<file path="config.mk">
export PLATFORM = sky130hd
export DESIGN_NAME = dispatch_iq_steer
export DESIGN_NICKNAME = d
export VERILOG_FILES = /design/src/rtl/dispatch_iq_steer.sv
export SDC_FILE = /design/constraint.sdc
export NUM_CORES = 1
export LEC_CHECK = 0
export ABC_AREA = 0
export BUFFER_PORTS_ARGS = -buffer_cell sky130_fd_sc_hd__clkbuf_2
export CORE_UTILIZATION = 43
export CTS_CLUSTER_DIAMETER = 150
export DETAILED_ROUTE_END_ITERATION = 8
export GPL_ROUTABILITY_DRIVEN = 0
export PLACE_DENSITY = 0.78
export SETUP_SLACK_MARGIN = 0.3
export SLEW_MARGIN = 20
export SYNTH_ARGS = -nofsm -noshare
export SYNTH_HDL_FRONTEND = slang
export SYNTH_SLANG_ARGS = --single-unit
export TNS_END_PERCENT = 1
</file>
<file path="constraint.sdc">
create_clock -name clk -period 7.8 [get_ports clk]
set_input_delay 1.17 -clock clk [delete_from_list [all_inputs] [get_ports clk]]
set_output_delay 1.17 -clock clk [all_outputs]
set_load 0.005 [all_outputs]
</file>
<file path="src/rtl/dispatch_iq_steer.sv">
// Dispatch-group buffer that steers uops in program order into per-FU issue-queue write ports,
// with per-FU credit backpressure and synchronous flush.
module dispatch_iq_steer #(
    parameter int unsigned DISP_WIDTH = 2,
    parameter int unsigned NUM_FUS    = 4,
    parameter int unsigned IQ_DEPTH   = 8,
    parameter int unsigned UOP_W      = 64,
    parameter int unsigned FU_IDX_W   = $clog2(NUM_FUS),
    parameter int unsigned CRD_W      = $clog2(IQ_DEPTH + 1)
) (
    input  logic                           clk,
    input  logic                           rst,
    input  logic [DISP_WIDTH-1:0]          disp_valid,
    input  logic [DISP_WIDTH*UOP_W-1:0]    disp_uop,
    input  logic [DISP_WIDTH*FU_IDX_W-1:0] disp_fu,
    output logic                           disp_ready,
    output logic [NUM_FUS-1:0]             iq_valid,
    output logic [NUM_FUS*UOP_W-1:0]       iq_uop,
    input  logic [NUM_FUS-1:0]             iq_credit_ret,
    input  logic                           flush,
    output logic                           buf_empty,
    output logic                           credit_err
);

    localparam logic [CRD_W-1:0] CrdMax = CRD_W'(IQ_DEPTH);

    logic [DISP_WIDTH-1:0]                pend_q, pend_d;
    logic [DISP_WIDTH-1:0][UOP_W-1:0]     uop_q, uop_d;
    logic [DISP_WIDTH-1:0][FU_IDX_W-1:0]  fu_q, fu_d;
    logic [NUM_FUS-1:0][CRD_W-1:0]        credit_q, credit_d;
    logic                                 credit_err_q, credit_err_d;

    logic [DISP_WIDTH-1:0] send;
    logic [NUM_FUS-1:0]    fu_busy;
    logic                  blocked;
    logic                  accept;

    // In-order steering: the first pending entry that cannot send stops all younger ones.
    always_comb begin
        send     = '0;
        fu_busy  = '0;
        blocked  = 1'b0;
        iq_valid = '0;
        iq_uop   = '0;
        for (int k = 0; k < DISP_WIDTH; k++) begin
            if (pend_q[k] && !blocked) begin
                if (credit_q[fu_q[k]] != '0 && !fu_busy[fu_q[k]]) begin
                    send[k]          = 1'b1;
                    fu_busy[fu_q[k]] = 1'b1;
                end else begin
                    blocked = 1'b1;
                end
            end
        end
        if (!flush) begin
            iq_valid = fu_busy;
            for (int k = 0; k < DISP_WIDTH; k++) begin
                if (send[k]) begin
                    iq_uop[int'(fu_q[k])*UOP_W +: UOP_W] = uop_q[k];
                end
            end
        end
    end

    assign disp_ready = !flush && ((pend_q & ~send) == '0);
    assign buf_empty  = (pend_q == '0);
    assign credit_err = credit_err_q;
    assign accept     = disp_ready && (disp_valid != '0);

    always_comb begin
        pend_d = pend_q & ~send;
        uop_d  = uop_q;
        fu_d   = fu_q;
        if (flush) begin
            pend_d = '0;
        end else if (accept) begin
            pend_d = disp_valid;
            for (int k = 0; k < DISP_WIDTH; k++) begin
                uop_d[k] = disp_uop[k*UOP_W +: UOP_W];
                fu_d[k]  = disp_fu[k*FU_IDX_W +: FU_IDX_W];
            end
        end
    end

    // A return at full credit with no send is an accounting error; the count saturates.
    always_comb begin
        credit_d     = credit_q;
        credit_err_d = credit_err_q;
        for (int f = 0; f < NUM_FUS; f++) begin
            if (flush) begin
                credit_d[f] = CrdMax;
            end else begin
                case ({iq_valid[f], iq_credit_ret[f]})
                    2'b10:   credit_d[f] = credit_q[f] - 1'b1;
                    2'b01: begin
                        if (credit_q[f] == CrdMax) begin
                            credit_err_d = 1'b1;
                        end else begin
                            credit_d[f] = credit_q[f] + 1'b1;
                        end
                    end
                    default: credit_d[f] = credit_q[f];
                endcase
            end
        end
    end

    always_ff @(posedge clk or posedge rst) begin
        if (rst) begin
            pend_q       <= '0;
            uop_q        <= '0;
            fu_q         <= '0;
            credit_q     <= {NUM_FUS{CrdMax}};
            credit_err_q <= 1'b0;
        end else begin
            pend_q       <= pend_d;
            uop_q        <= uop_d;
            fu_q         <= fu_d;
            credit_q     <= credit_d;
            credit_err_q <= credit_err_d;
        end
    end

endmodule

</file>
==> results.md <==
* Status: finished clean
* Setup TNS at 0 ns
* Synth Instances at 1,275
* Total grt overflow at 0
* FILL cells at 2,305
* Global-route wire length before repair at 65,500 µm
* Crit path max fanout at 34
* Worst-path clk slew at ~0.070 ns
* GRT Total Usage at 32.0%
* Final wirelength at 43,700 µm
* Post-CTS Hold Buffers at 0
* Ports at approximately 400
* Overall power at 2950 µW
* CP Launch Type: flop
* Worst Skew at 0.0213 ns
* Nets@finish at approximately 1,700
* Synth-to-Final Area Change at 23.8%
* Vias in the first global route at 11,700
* Clock root cell: clkbuf_16
* Starting Density at 43.7%
* Largest net degree at the start of global routing at 93
* Layout cell share with drive strength beyond 1 at between 30% and 40%
* Pwr dens at 217 nW/µm²
* DR iter-0 viols at 2,178
* Max_cap viols at 0
* Design Area, Final at 13,600 µm²
* Top delay family on crit path: simple AND/OR/NAND/NOR gates
* Chip width at 162 µm
* Post-synth EDFFs at 0
* Synth Area per Inst at approximately 8.6 µm²
* WP buf/inv at 3
* Worst Setup End Kind: primary output
* RSZ-0062 raised after global routing: no
* Worst setup path class: reg -> out
* Flops & latches, synth at 151
* Worst endpoint data arrival time at 4.41 ns
* Synth cell count leaders: nand3_1 (389), a21oi_1 (198), dfrtp_1 (147)
* TritonCTS Buffers at 17
* Antenna-violating nets left at 0
* Hpwl dp at approximately 27,000 µm
* Yosys top cell area share at 33.5%
* Drt pass-1 iters at 8
* Worst hold path type: reg -> reg
* Cell taking the most area after synthesis: dfrtp_1
* Most numerous cell in the Yosys netlist: nand3_1
* CP Cell Sequence: inv_1 > ha_1 > mux2_1 > o221a_2 > o2111ai_1 > and4_2 > and4b_2 > buf_4 > a22o_1 > clkbuf_2
* Row Count at 58
* Seq/Total Area, Yosys at 34.5%
* Leak at ~0.0057 µW
* Area post-placement at 13,000 µm²
* Clk sinks at around 150
* Predominant post-synthesis flop cell: dfrtp_1
* Period minus WS final at 5.58 ns
* Asr flop ratio synth at 100%
* # DRC at 0
* Core area at 25,100 µm²
* Max H-tree Level at 4
* Worst-Skew Late Latency at 0.43 ns
* Die ar. at about 26,000 µm²
* Worst Path Required at 6.63 ns
* Setup-failing EPs final at 0
* Die Y at about 160 µm
* Final hold vios at 0
* Synth Cell Area at ~11,000 µm²
* Slew Viols, Final at 0
* Count of input and output buffers at between 400 and 500
* Via count at 12,700
* Final Hold Slack at around 0.57 ns
* Synth top area cells: dfrtp_1 (34%), nand3_1 (18%), a21oi_1 (9.0%)
* Via-to-Cell Ratio at 6.62
* TritonCTS clock tree: done
* Worst VDD drop at 0.000142 V
* Critical Path Max Stage Delay at 0.77 ns
* Relative slew slack at 32.0%
* Post-Syn Nets at around 1,400
* Final period util at 71.6%
* Synth cell types at 65
* Drt wl/cell at between 20 and 25 µm
* Cts repair resizes at 0
* CP max-delay cell: and4b_2
* CTS max path bufs at 2
* Antenna diodes at 0
* Max Fclk at 179 MHz
* Worst slew pin tran at 1.02 ns
* Synth warn at 0
* Antenna violations before repair at 0
* Postcts setup bufs at 0
==> cells by family after synthesis <==
| logic type | count (synthesis) | share of synthesized area [%] |
|---|---|---|
| AO/OA/AOI/OAI | 312 | 18.3 |
| multiplexers | 145 | 14.8 |
| adder cells (fa/ha/maj) | 22 | 2.78 |
| buffers and inverters | 153 | 6.03 |
| flip-flops | 151 | 34.5 |
| XOR/XNOR | 7 | 0.559 |
| AND/OR/NAND/NOR | 485 | 23.0 |
==> metal layers <==
layer	track usage (%)	part of all wire, %
met2	50.3	45
met5	0	0
met4	18.6	5.3
met3	6.23	12
met1	40.9	38
==> sequential cells by signal, indices dropped and copies added (netlist names) <==
register    count
credit_err      1
credit_q       16
fu_q            4
pend_q          2
uop_q         128
==> stage by stage <==
stage	setup WS, ns	std cells	util [%]
floorplan	2.57	1275	-
global placement	2.91	1889	51.8
detailed placement	2.77	1889	51.8
CTS	2.32	1920	54.1
global route	1.99	1920	54.1
finish	2.22	1920	54.1
==> area by class of cell <==
class	instances	area, µm²	area share [%]
timing repair buffer	424	2180	16.1
inverter	13	53.8	0.396
clock buffer	19	433	3.19
clock inverter	12	143	1.05
sequential	151	3780	27.8
multi-input combinational	971	6580	48.4
tap	330	413	3.04
==> power breakdown <==
part	switching [µW]	internal, µW	total [µW]
clock	366	476	842
sequential	315	971	1290
combinational	492	329	821
==> final timing paths <==
path | endpoint | cells past startpoint | startpoint | slack, ns
hold / removal | credit_err | 2 | credit_err | 0.57
setup reg to reg | credit_q[15] | 16 | fu_q[0] | 3.31
hold reg to reg | credit_err | 2 | credit_err | 0.57
min in group asynchronous | uop_q[93] | 2 | rst | 0.86
max in group asynchronous | uop_q[90] | 3 | rst | 5.67
setup / recovery | iq_uop[95] | 10 | fu_q[0] | 2.22
==> worst register-to-register path, stage by stage, from the launching register on <==
cell	delay, ns
dfrtp_1	0.53
inv_1	0.14
ha_1	0.27
mux2_1	0.30
o221a_2	0.14
o2111a_4	0.35
nor4_2	0.28
buf_4	0.55
a21oi_1	0.20
o21ai_0	0.40
ha_1	0.32
a21o_1	0.17
a21o_1	0.18
nand2_1	0.09
a21oi_1	0.04
a221oi_1	0.29
o31ai_1	0.12
==> cell usage in the layout (no fill, tap or decap), types with 3 or more instances in the layout <==
| cell type | synthesis | final |
|---|---|---|
| dfrtp_1 | 147 | 147 |
| nand2_1 | 20 | 20 |
| nor3_1 | 8 | 6 |
| nand3b_1 | 3 | 3 |
| nor2b_1 | 6 | 6 |
| a21oi_1 | 198 | 198 |
| inv_1 | 13 | 12 |
| xor2_1 | 3 | 3 |
| and3_1 | 7 | 7 |
| xnor2_1 | 4 | 4 |
| buf_4 | 0 | 20 |
| dfstp_2 | 4 | 4 |
| o21ai_0 | 4 | 4 |
| a22o_1 | 66 | 66 |
| nand4_1 | 7 | 7 |
| fa_1 | 4 | 4 |
| nor4_1 | 6 | 5 |
| clkbuf_2 | 0 | 402 |
| mux2i_1 | 8 | 8 |
| ha_1 | 18 | 18 |
| or3_1 | 4 | 4 |
| mux2_1 | 81 | 81 |
| o32ai_1 | 3 | 3 |
| clkbuf_16 | 0 | 17 |
| nand3_1 | 389 | 389 |
| inv_6 | 0 | 6 |
| mux2_2 | 56 | 56 |
| clkinvlp_4 | 0 | 4 |
| nor2_1 | 15 | 14 |
| a21o_1 | 7 | 7 |
(Power assumes the default switching activity.)
